$ cat src/rtl/vga_timing_gen.sv
// 640x480@60 Hz raster timing generator: pixel/line counters, sync, blank and frame markers.
// Define SYNC_DELAY_EN to register the decoded outputs through PIPE_DEPTH stages.
module vga_timing_gen #(
    parameter int H_VISIBLE  = 640,
    parameter int H_FP       = 16,
    parameter int H_SYNC     = 96,
    parameter int H_BP       = 48,
    parameter int V_VISIBLE  = 480,
    parameter int V_FP       = 10,
    parameter int V_SYNC     = 2,
    parameter int V_BP       = 33,
    parameter int PIPE_DEPTH = 1
) (
    input  logic       vga_clk,
    input  logic       reset_n,
    output logic [9:0] DrawX,
    output logic [9:0] DrawY,
    output logic       hs,
    output logic       vs,
    output logic       active,
    output logic       line_start,
    output logic       frame_start,
    output logic [7:0] frame_count
);

    localparam int H_TOTAL = H_VISIBLE + H_FP + H_SYNC + H_BP;
    localparam int V_TOTAL = V_VISIBLE + V_FP + V_SYNC + V_BP;

    localparam logic [9:0] H_MAX      = 10'(H_TOTAL - 1);
    localparam logic [9:0] V_MAX      = 10'(V_TOTAL - 1);
    localparam logic [9:0] H_VIS_END  = 10'(H_VISIBLE);
    localparam logic [9:0] V_VIS_END  = 10'(V_VISIBLE);
    localparam logic [9:0] HS_START   = 10'(H_VISIBLE + H_FP);
    localparam logic [9:0] HS_END     = 10'(H_VISIBLE + H_FP + H_SYNC);
    localparam logic [9:0] VS_START   = 10'(V_VISIBLE + V_FP);
    localparam logic [9:0] VS_END     = 10'(V_VISIBLE + V_FP + V_SYNC);

    // Order of the packed sync bundle: {hs, vs, active, line_start, frame_start}
    localparam logic [4:0] SYNC_IDLE  = 5'b11000;

    if (PIPE_DEPTH < 1 || PIPE_DEPTH > 4) begin : g_depth_check
        $error("vga_timing_gen: PIPE_DEPTH must be 1..4");
    end

    logic hs_d;
    logic vs_d;
    logic active_d;
    logic line_start_d;
    logic frame_start_d;
    logic [4:0] sync_d;

    always_ff @(posedge vga_clk or negedge reset_n) begin
        if (!reset_n) begin
            DrawX       <= '0;
            DrawY       <= '0;
            frame_count <= '0;
        end else if (DrawX == H_MAX) begin
            DrawX <= '0;
            if (DrawY == V_MAX) begin
                DrawY       <= '0;
                frame_count <= frame_count + 8'd1;
            end else begin
                DrawY <= DrawY + 10'd1;
            end
        end else begin
            DrawX <= DrawX + 10'd1;
        end
    end

    always_comb begin
        hs_d          = !((DrawX >= HS_START) && (DrawX < HS_END));
        vs_d          = !((DrawY >= VS_START) && (DrawY < VS_END));
        active_d      = (DrawX < H_VIS_END) && (DrawY < V_VIS_END);
        line_start_d  = (DrawX == 10'd0);
        frame_start_d = (DrawX == 10'd0) && (DrawY == 10'd0);
    end

    assign sync_d = {hs_d, vs_d, active_d, line_start_d, frame_start_d};

`ifdef SYNC_DELAY_EN
    // Delay line so sync lines up with the sprite stages' registered colour output
    logic [4:0] sync_pipe [PIPE_DEPTH];

    always_ff @(posedge vga_clk or negedge reset_n) begin
        if (!reset_n) begin
            for (int i = 0; i < PIPE_DEPTH; i++) begin
                sync_pipe[i] <= SYNC_IDLE;
            end
        end else begin
            sync_pipe[0] <= sync_d;
            for (int i = 1; i < PIPE_DEPTH; i++) begin
                sync_pipe[i] <= sync_pipe[i-1];
            end
        end
    end

    assign {hs, vs, active, line_start, frame_start} = sync_pipe[PIPE_DEPTH-1];
`else
    assign {hs, vs, active, line_start, frame_start} = sync_d;
`endif

endmodule
$ cat config.mk
export PLATFORM = sky130hd
export DESIGN_NAME = vga_timing_gen
export DESIGN_NICKNAME = d
export VERILOG_FILES = /design/src/rtl/vga_timing_gen.sv
export SDC_FILE = /design/constraint.sdc
export NUM_CORES = 1
export LEC_CHECK = 0
export ABC_AREA = 1
export BUFFER_PORTS_ARGS = -buffer_cell sky130_fd_sc_hd__buf_2
export CAP_MARGIN = 20
export CORE_MARGIN = 2
export CORE_UTILIZATION = 58
export DETAILED_ROUTE_END_ITERATION = 8
export MAX_ROUTING_LAYER = met4
export PLACE_DENSITY = 0.95
export SLEW_MARGIN = 10
export SYNTH_ARGS = -nofsm -noshare
export SYNTH_HDL_FRONTEND = slang
export SYNTH_SLANG_ARGS = --single-unit
$ cat constraint.sdc
create_clock -name vga_clk -period 2.2 [get_ports vga_clk]
set_clock_uncertainty 0.15 [all_clocks]
set_input_delay 0.33 -clock vga_clk [delete_from_list [all_inputs] [get_ports vga_clk]]
set_output_delay 0.33 -clock vga_clk [all_outputs]
set_load 0.03 [all_outputs]
# Word-level counts from Yosys, hierarchy flattened
# Cells that the tools add are included.
[word_totals]
reg_bits = 28
word_cells = 25
[classes]
add_sub_neg = 3
magnitude_cmp = 6
n_eq_ne = 2
mux = 2
reduce_logical = 9
[ops]
columns = ["cell", "n"]
rows = [
  ["$add A10 B1 Y10 const B", 2],
  ["$eq A10 B10 Y1 const B", 2],
  ["$logic_not A10 Y1", 2],
  ["$lt A10 B10 Y1 const B", 2],
  ["$lt A10 B9 Y1 const B", 2],
  ["$mux W10", 2],
  ["$ge A10 B10 Y1 const B", 1],
  ["$ge A10 B9 Y1 const B", 1],
  ["$add A8 B1 Y8 const B", 1],
  ["$logic_and A1 B1 Y1", 4],
  ["$logic_not A1 Y1", 2],
  ["$reduce_and A2 Y1", 1],
]

# Longest topological paths before layout
# Gate-level depths: netlist (run 1).
[logic_depth]
ltp_word = 3
depth_mapped = 10

# Least setup slack after synthesis (run 1)
# OpenSTA, ideal clock, no wires.
[synth_timing]
path_kind = "register -> output"
start = "register DrawY[0]"
end = "output frame_start"
arrival_ps = 1931
required_time_ps = 1720
path_slack_ps = -211
stages_incl_launch_ff = 7
n_path_buf = 0
cell_sequence = "dfrtp_1 -> inv_1 -> ha_1 -> inv_1 -> nor2_1 -> nand3_1 -> nor4_1"
[synth_via]
elab_chain_cells = 2
[synth_lines]
columns = ["item", "line", "source"]
rows = [
  ["start, declared", "17", "output logic [9:0] DrawY,"],
  ["start signal, assigned", "63", "DrawY <= DrawY + 10'd1;"],
  ["$logic_not A10 Y1", "75", "frame_start_d = (DrawX == 10'd0) && (DrawY == 10'd0);"],
  ["$logic_and A1 B1 Y1", "75", ""],
  ["end, declared", "22", "output logic frame_start,"],
]
# Every way passes these cells.

# Worst setup path in the final report (run 1)
[layout_timing]
start = "register DrawY[1]"
end = "output frame_start"
# The elaborated chain is that of the path after synthesis.

==> results.ini, run 1 <==
[global_routing]
grt_first_pass_wirelength_mm = 6.39
antenna_found_initial = 0
grt_usage_pct = 25.8
first_global_vias = 1509
overflow = 0
grt_max_degree = 29

[sta]
hold_viol = 0
setup-tns-final_ps = -62.3
finalSetupViolCount = 1
postLayoutSetupSlackWorst_ps = -62.3
rsz0062_at_grt = yes
timing.hold.ws_ps = 346
fin_crit_ps = 2260
tightest_slew_ps = 600
max_slew_margin_pct = 60.0
drv_slew = 0
max_clock_freq_mhz = 442
fin_crit_sh_pct = 103

[clocking]
tritoncts = yes
cts_made_buffers = 3
htreeDepth = 1
cts_buffer_depth = 2
clkLatencyLatePin_ps = 360
clock_sinks = 28
clk_pin_slew_ps = 160
clock-root-buffer = clkbuf_4

[pwr]
internal-power_mw = 0.702
clkPwrFrac_pct = 40.3
switching_share_pct = 20.4
p_switching_mw = 0.180
p_leak_nw = 1.13
vdd_drop_max_v = 0.000586
finalPower_mw = 0.882
p_seq_share_pct = 58.4
cellPowerDensity_nw_per_um2 = 434
comb_power_share_pct = 1.3

[job]
maxCapViolations = 0

[worst_setup_path]
cp-start-kind = flip-flop
path_class = flip-flop to output pin
cp_max_fo = 2
cp_slowest_cell = dfrtp_1
r2r_start = DrawX[0]
r2r_end = DrawY[0]
cpPeakStageDelay_ps = 450
crit_arrival_ps = 1780
cp-end-kind = output pin
worstPathRequired_ps = 1720
ff2ff_path_depth = 8
worst-r2r-setup-slack_ps = 320
path_cells = inv_2 > ha_4 > inv_4 > nor2_4 > nand3_2 > nor4_4 > buf_6
cp.buffers_inverters = 3
path_delay_family = simple AND/OR/NAND/NOR gates

[synth]
syn_inst = 214
yosysTopAreaCell = dfrtp_1
yosysWarnings = 0
yosysSeqAreaShare_pct = 42.1
synthDistinctLibCells = 25
synth_top_area_share_pct = 42.1
yosys-top-cells-area = dfrtp_1, nand2_1, inv_1, nor2_1, nand3_1
syn_nets = 222
synth_seq_cells = 28
syn_avg_cell_area_um2 = 7.77
netlist_area_um2 = 1660

[die]
initial_core_util_pct = 60.8
die_h_um = 57.5
pin_count = 35
core_um2 = 2730
dieArea_um2 = 3310
die_w_um = 57.5
rows = 19

[status]
violations = negative setup slack
outcome = finished, violations left

[detailed_routing]
detailedRoute.firstIterationViolations = 59
first_pass_iters = 4
wirelength_mm = 4.18
vias_per_cell = 5.64
vias = 1636
drtAntennaViolNets = 0
wl_per_cell_um = 14.4
drc = 0

[layout]
drive_gt1_share_pct = 26.3
area_delta_synth_final_pct = 22.2
final_cell_mix = nand2_1, buf_2, inv_1
final_nets = 268
utilization_pct = 74.3
final_common_cell = nand2_1
diodes = 0

[placement]
gp_congestion = 0.893
io_buffer_count = 34
dpl.hpwl_mm = 2.62

[min_path]
hp-class = primary input to asynchronous set/reset pin

-- synthesized netlist by cell type --
cell,number
ha_1,6
a21oi_1,4
dfrtp_1,28
o21ai_0,9
o31ai_1,1
nor4_1,2
nand2_1,46
nand3_1,17
buf_6,1
xnor2_1,4
nor2_4,4
nand4_4,1
inv_1,32
nand3b_1,1
nand4_1,5
buf_2,1
nor2_1,28
o21ai_1,2
nor2_2,1
nand2b_1,1
nand2_2,5
o211ai_1,1
xor2_1,9
nor3_1,3
inv_2,2
-- repair_timing --
item / in CTS / in global routing
gates resized for setup: 2 / 12
hold endpoints to repair: 28 / 0
pin swaps: 0 / 3
hold buffers: 1 / 0
setup endpoints to repair: 1 / 1
buffers inserted: 2 / 5
-- power by group through the flow --
stage,logic [mW],clock network [mW],registers (mW)
2_1_floorplan,0.000000514,0,0.525
3_3_place_gp,0.0109,0,0.524
3_5_place_dp,0.0109,0,0.524
4_1_cts,0.0123,0.346,0.515
5_1_grt,0.0140,0.376,0.515
6_report,0.0113,0.355,0.515
-- layout make-up --
cell class	instances	area [um2]
inverters	34	130
repair buffers	43	246
fillers	169	702
well taps	31	38.8
clock buffers	3	22.5
flip-flops and latches	28	701
clock inverters	1	30.0
multi-input cells	150	863
-- stage by stage --
| step | worst slack, ps | std cells | area (um2) |
|---|---|---|---|
| 6_report | -62.3 | 290 | 2030 |
| 5_1_grt | -128 | 290 | 2030 |
| 4_1_cts | 17.9 | 285 | 1950 |
| 3_5_place_dp | 387 | 278 | 1870 |
| 3_3_place_gp | 417 | 278 | 1870 |
| 2_1_floorplan | 131 | 214 | 1670 |
-- registers in the layout, summed over array words and instances, names as in the netlist --
| name | count |
|---|---|
| DrawX | 10 |
| frame_count | 8 |
| DrawY | 10 |
-- worst max path at each step --
stage | start | end | cells after the start
after floorplan | DrawY[0] | frame_start | 6
after global placement | DrawY[0] | frame_start | 7
after detailed placement | DrawY[0] | frame_start | 7
after CTS | DrawY[0] | frame_start | 7
after global routing | DrawY[1] | frame_start | 7
final | DrawY[1] | frame_start | 7
-- cells by family (layout without fill, tap and decap cells) --
family | Yosys count | count (layout) | synth area share (%)
compound gates | 17 | 17 | 5.42
xor+xnor | 13 | 13 | 6.85
fa+ha+maj | 6 | 6 | 4.51
buf+inv | 36 | 81 | 8.65
flops | 28 | 28 | 42.1
simple gates | 114 | 114 | 32.4
-- per-layer routing --
layer / global-route usage (%) / vias to the layer above / part of all wire, %
met2: 41.2 / 72 / 50
met5: - / - / 0
met3: 4.31 / 25 / 5.8
met4: 15.9 / 0 / 5.9
li1: - / 764 / -
met1: 30.0 / 775 / 39
No activity file was read; power rests on OpenSTA's default activity.
==> inputs of run 2 (changes only) <==
--- a/config.mk
+++ b/config.mk
@@ -8,6 +8,7 @@
 export ABC_AREA = 1
 export BUFFER_PORTS_ARGS = -buffer_cell sky130_fd_sc_hd__buf_2
 export CAP_MARGIN = 20
+export CORE_ASPECT_RATIO = 1.2
 export CORE_MARGIN = 2
 export CORE_UTILIZATION = 58
 export DETAILED_ROUTE_END_ITERATION = 8
==> results.ini, run 2 (synthesis gave the netlist of run 1 again) <==
[sta]
fin_crit_ps = 2190  ; -67.4 ps
max_slew_margin_pct = 58.7  ; -1.4 points
postLayoutSetupSlackWorst_ps = 5.06  ; +67.4 ps
drv_slew = 0  ; unchanged
rsz0062_at_grt = yes
finalSetupViolCount = 0  ; -1
tightest_slew_ps = 620  ; +20.3 ps
max_clock_freq_mhz = 456  ; +3.1%
fin_crit_sh_pct = 99.8  ; -3.1 points
setup-tns-final_ps = 0  ; +62.3 ps
hold_viol = 0  ; unchanged

[clocking]
cts_buffer_depth = 2  ; unchanged
clock-root-buffer = clkbuf_4
clock_sinks = 28  ; unchanged
clk_pin_slew_ps = 150  ; about the same
htreeDepth = 1  ; unchanged
cts_made_buffers = 3  ; unchanged
tritoncts = yes
clkLatencyLatePin_ps = 330  ; -30 ps

[detailed_routing]
drtAntennaViolNets = 0  ; unchanged
vias_per_cell = 5.45  ; -3.4%
detailedRoute.firstIterationViolations = 72  ; +22%
drc = 0  ; unchanged
wirelength_mm = 4.02  ; -3.7%
first_pass_iters = 4  ; unchanged
wl_per_cell_um = 13.7  ; -5.0%
vias = 1603  ; -2.0%

[placement]
io_buffer_count = 34  ; unchanged
place_area_um2 = 1870  ; +0.20%
gp_congestion = 0.894  ; about the same
dpl.hpwl_mm = 2.69  ; +2.7%
place_ws_ps = 368  ; -19.2 ps

[worst_setup_path]
cp-start-kind = flip-flop
worstPathRequired_ps = 1720  ; about the same
path_cells = inv_2 > ha_4 > inv_4 > nor2_4 > nand3_2 > nor4_2 > buf_4
path_class = flip-flop to output pin
cp_max_fo = 3  ; +1
cp-end-kind = output pin
path_delay_family = flip-flops
crit_arrival_ps = 1710  ; -70 ps
cpPeakStageDelay_ps = 460  ; about the same
cp_slowest_cell = dfrtp_2
cp.buffers_inverters = 3  ; unchanged

[pwr]
p_leak_nw = 1.13  ; +0.12%
vdd_drop_max_v = 0.000382  ; -35%
cellPowerDensity_nw_per_um2 = 426  ; -1.9%
finalPower_mw = 0.866  ; -1.8%

[die]
rows = 21  ; +2
core_um2 = 2760  ; +0.92%
die_h_um = 62.7  ; +8.9%
initial_core_util_pct = 60.3  ; -0.55 points
die_w_um = 52.9  ; -8.1%
dieArea_um2 = 3310  ; about the same
pin_count = 35  ; unchanged

[global_routing]
grt_usage_pct = 25.7  ; -0.049 points
grt_max_degree = 29  ; unchanged
first_global_vias = 1524  ; +0.99%
overflow = 0  ; unchanged
grt_first_pass_wirelength_mm = 6.36  ; -0.44%
antenna_found_initial = 0  ; unchanged

[layout]
utilization_pct = 73.7  ; -0.58 points
final_nets = 269  ; +0.37%
final_cell_mix = nand2_1, buf_2, inv_1
top_regs = DrawX x10, DrawY x10, frame_count x8
final_common_cell = nand2_1
drive_gt1_share_pct = 27.3  ; +1.1 points
area_delta_synth_final_pct = 22.3
diodes = 0  ; unchanged
final_cell_area_um2 = 2030  ; +0.12%
fillers = 200  ; +18%

[min_path]
hp-class = primary input to asynchronous set/reset pin

[job]
maxCapViolations = 0  ; unchanged

[status]
outcome = finished, final reports clean

==> run 2: cell count changes in the layout (fill, tap and decap cells not counted) <==
cell / delta
buf_4: +2
buf_6: -1
dfrtp_1: -1
dfrtp_2: +1
nor2_1: -1
nor2_2: +1
nor4_2: +1
nor4_4: -1
==> run 2: what timing repair did <==
action                                 4_1_cts  5_1_grt
hold buffers                                 1        0
setup endpoints to repair                    0        1
endpoints found under the hold margin       28        0
setup buffers                                0        8
gates resized for setup                      0       15
==> run 2: final timing paths <==
check                          from              to  slack, ps  cells past startpoint
min                         reset_n  frame_count[6]        370                      2
max reg2reg                DrawX[0]        DrawY[0]        300                      8
max                        DrawY[1]     frame_start          5                      7
min in group vga_clk       DrawX[0]        DrawX[0]        380                      1
min reg2reg                DrawX[0]        DrawX[0]        380                      1
max in group asynchronous   reset_n        DrawY[1]       1080                      2
==> run 2: where the power goes <==
group / internal, mW / leakage [nW] / switching, mW
combinational: 0.00178 / 0.731 / 0.00977
sequential: 0.515 / 0.375 / 0
clock: 0.184 / 0.0279 / 0.155
total: 0.701 / 1.13 / 0.165
==> run 2: stage by stage <==
stage          hold WS (ps)  cells
3_3_place_gp            233    281
3_5_place_dp            228    281
2_1_floorplan          -116    214
4_1_cts                 373    286
5_1_grt                 415    294
6_report                370    294
==> run 2: worst register-to-register path, delay by kind of cell (launching register included) <==
family | cells | cell delay, ps
adder cells (fa/ha/maj) | 1 | 220
flip-flops | 1 | 450
buffers and inverters | 1 | 240
AND/OR/NAND/NOR | 5 | 680
AO/OA/AOI/OAI | 1 | 110
==> run 2: layout make-up <==
cell class                 instances  area (um2)  share of cell area, %
clock buffer                       3        22.5                   1.11
multi-input combinational        150         857                   42.1
sequential                        28         702                   34.5
tap                               34        42.5                   2.09
inverter                          34         130                   6.40
clock inverter                     1        30.0                   1.48
timing repair buffer              44         250                   12.3
==> run 2: metal layers <==
| layer | GRT usage [%] | wire length [um] | vias to the layer above |
|---|---|---|---|
| met1 | 31.2 | 1600 | 741 |
| met4 | 12.5 | 63 | 0 |
| met2 | 41.7 | 2080 | 85 |
| met3 | 2.63 | 284 | 8 |
| li1 | - | - | 769 |
| met5 | - | 0 | - |
==> inputs of run 3 (changes only) <==
--- a/config.mk
+++ b/config.mk
@@ -12,7 +12,6 @@
 export CORE_MARGIN = 2
 export CORE_UTILIZATION = 58
 export DETAILED_ROUTE_END_ITERATION = 8
-export MAX_ROUTING_LAYER = met4
 export PLACE_DENSITY = 0.95
 export SLEW_MARGIN = 10
 export SYNTH_ARGS = -nofsm -noshare
==> results.ini, run 3 (synthesis gave the netlist of run 1 again) <==
[worst_setup_path]
crit_arrival_ps = 1710  ; about the same
worstPathRequired_ps = 1720  ; about the same
path_cells = inv_2 > ha_4 > inv_4 > nor2_4 > nand3_2 > nor4_2 > buf_4
cp-end-kind = output pin
cp.buffers_inverters = 3  ; unchanged
path_delay_family = flip-flops
path_class = flip-flop to output pin
cp-start-kind = flip-flop
cpPeakStageDelay_ps = 460  ; about the same
cp_max_fo = 3  ; unchanged
cp_slowest_cell = dfrtp_2

[die]
die_w_um = 52.9  ; unchanged
pin_count = 35  ; unchanged
rows = 21  ; unchanged
die_h_um = 62.7  ; unchanged
core_um2 = 2760  ; unchanged
dieArea_um2 = 3310  ; unchanged
initial_core_util_pct = 60.3  ; unchanged

[pwr]
cellPowerDensity_nw_per_um2 = 430  ; +1.0%
finalPower_mw = 0.875  ; +1.0%
vdd_drop_max_v = 0.000386  ; +1.1%
p_leak_nw = 1.13  ; unchanged

[clocking]
clk_pin_slew_ps = 160  ; about the same
clock_sinks = 28  ; unchanged
htreeDepth = 1  ; unchanged
clkLatencyLatePin_ps = 340  ; about the same
cts_made_buffers = 3  ; unchanged
cts_buffer_depth = 2  ; unchanged
tritoncts = yes
clock-root-buffer = clkbuf_4

[detailed_routing]
wirelength_mm = 4.06  ; +0.80%
wl_per_cell_um = 13.8  ; +0.80%
drc = 0  ; unchanged
vias_per_cell = 5.45  ; -0.12%
vias = 1601  ; -0.12%
detailedRoute.firstIterationViolations = 87  ; +21%
first_pass_iters = 4  ; unchanged
drtAntennaViolNets = 0  ; unchanged

[sta]
setup-tns-final_ps = 0  ; unchanged
fin_crit_sh_pct = 99.6  ; -0.12 points
rsz0062_at_grt = yes
finalSetupViolCount = 0  ; unchanged
fin_crit_ps = 2190  ; -2.69 ps
drv_slew = 0  ; unchanged
hold_viol = 0  ; unchanged
max_clock_freq_mhz = 456  ; +0.12%
tightest_slew_ps = 624  ; +3.79 ps
max_slew_margin_pct = 58.4  ; -0.25 points
timing.hold.ws_ps = 357  ; -12.9 ps

[layout]
utilization_pct = 73.7  ; unchanged
area_delta_synth_final_pct = 22.3  ; unchanged
drive_gt1_share_pct = 27.3  ; unchanged
final_nets = 269  ; unchanged
final_common_cell = nand2_1
diodes = 0  ; unchanged
final_cell_mix = nand2_1, buf_2, inv_1
top_regs = DrawX x10, DrawY x10, frame_count x8
final_cell_area_um2 = 2030  ; unchanged

[global_routing]
grt_usage_pct = 25.1  ; -0.58 points
grt_first_pass_wirelength_mm = 6.39  ; +0.44%
grt_max_degree = 29  ; unchanged
overflow = 0  ; unchanged
first_global_vias = 1519  ; -0.33%
antenna_found_initial = 0  ; unchanged

[placement]
dpl.hpwl_mm = 2.69  ; unchanged
io_buffer_count = 34  ; unchanged
gp_congestion = 0.879  ; -1.6%
place_area_um2 = 1870  ; unchanged

[status]
outcome = finished, final reports clean

[job]
maxCapViolations = 0  ; unchanged

[min_path]
hp-class = primary input to asynchronous set/reset pin

[run 3: final timing paths]
check / startpoint / endpoint / slack [ps] / cells past startpoint
min: reset_n / frame_count[6] / 360 / 2
min reg2reg: DrawX[0] / DrawX[0] / 380 / 1
max reg2reg: DrawX[0] / DrawY[0] / 290 / 8
max: DrawY[1] / frame_start / 8 / 7
min in group vga_clk: DrawX[0] / DrawX[0] / 380 / 1
max in group asynchronous: reset_n / DrawY[1] / 1090 / 2
[run 3: per-stage QoR]
stage / instances / setup slack (ps)
2_1_floorplan: 214 / 131
3_3_place_gp: 281 / 423
3_5_place_dp: 281 / 368
4_1_cts: 286 / 17.2
5_1_grt: 294 / -57.2
6_report: 294 / 7.76
[run 3: layer usage]
layer,vias to the layer above,GRT usage [%],routed length [um]
met1,762,31.6,1640
met3,9,2.63,258
li1,766,-,-
met4,0,12.5,70
met5,-,0,0
met2,64,41.7,2090
[run 3: where the power goes]
group	switching, mW	internal [mW]
registers	0	0.515
clock network	0.164	0.185
logic	0.00979	0.00178
total	0.173	0.701
[run 3: what timing repair did]
action                                  4_1_cts  5_1_grt
resized for setup                             0       15
buffers inserted                              0        8
endpoints found under the setup margin        0        1
hold buffers                                  1        0
hold endpoints to repair                     28        0
[run 3: final cells by class]
class                      instances  area (um2)
clock inverter                     1        30.0
inverter                          34         130
timing repair buffer              44         250
fill                             200         724
tap                               34        42.5
sequential                        28         702
clock buffer                       3        22.5
multi-input combinational        150         857
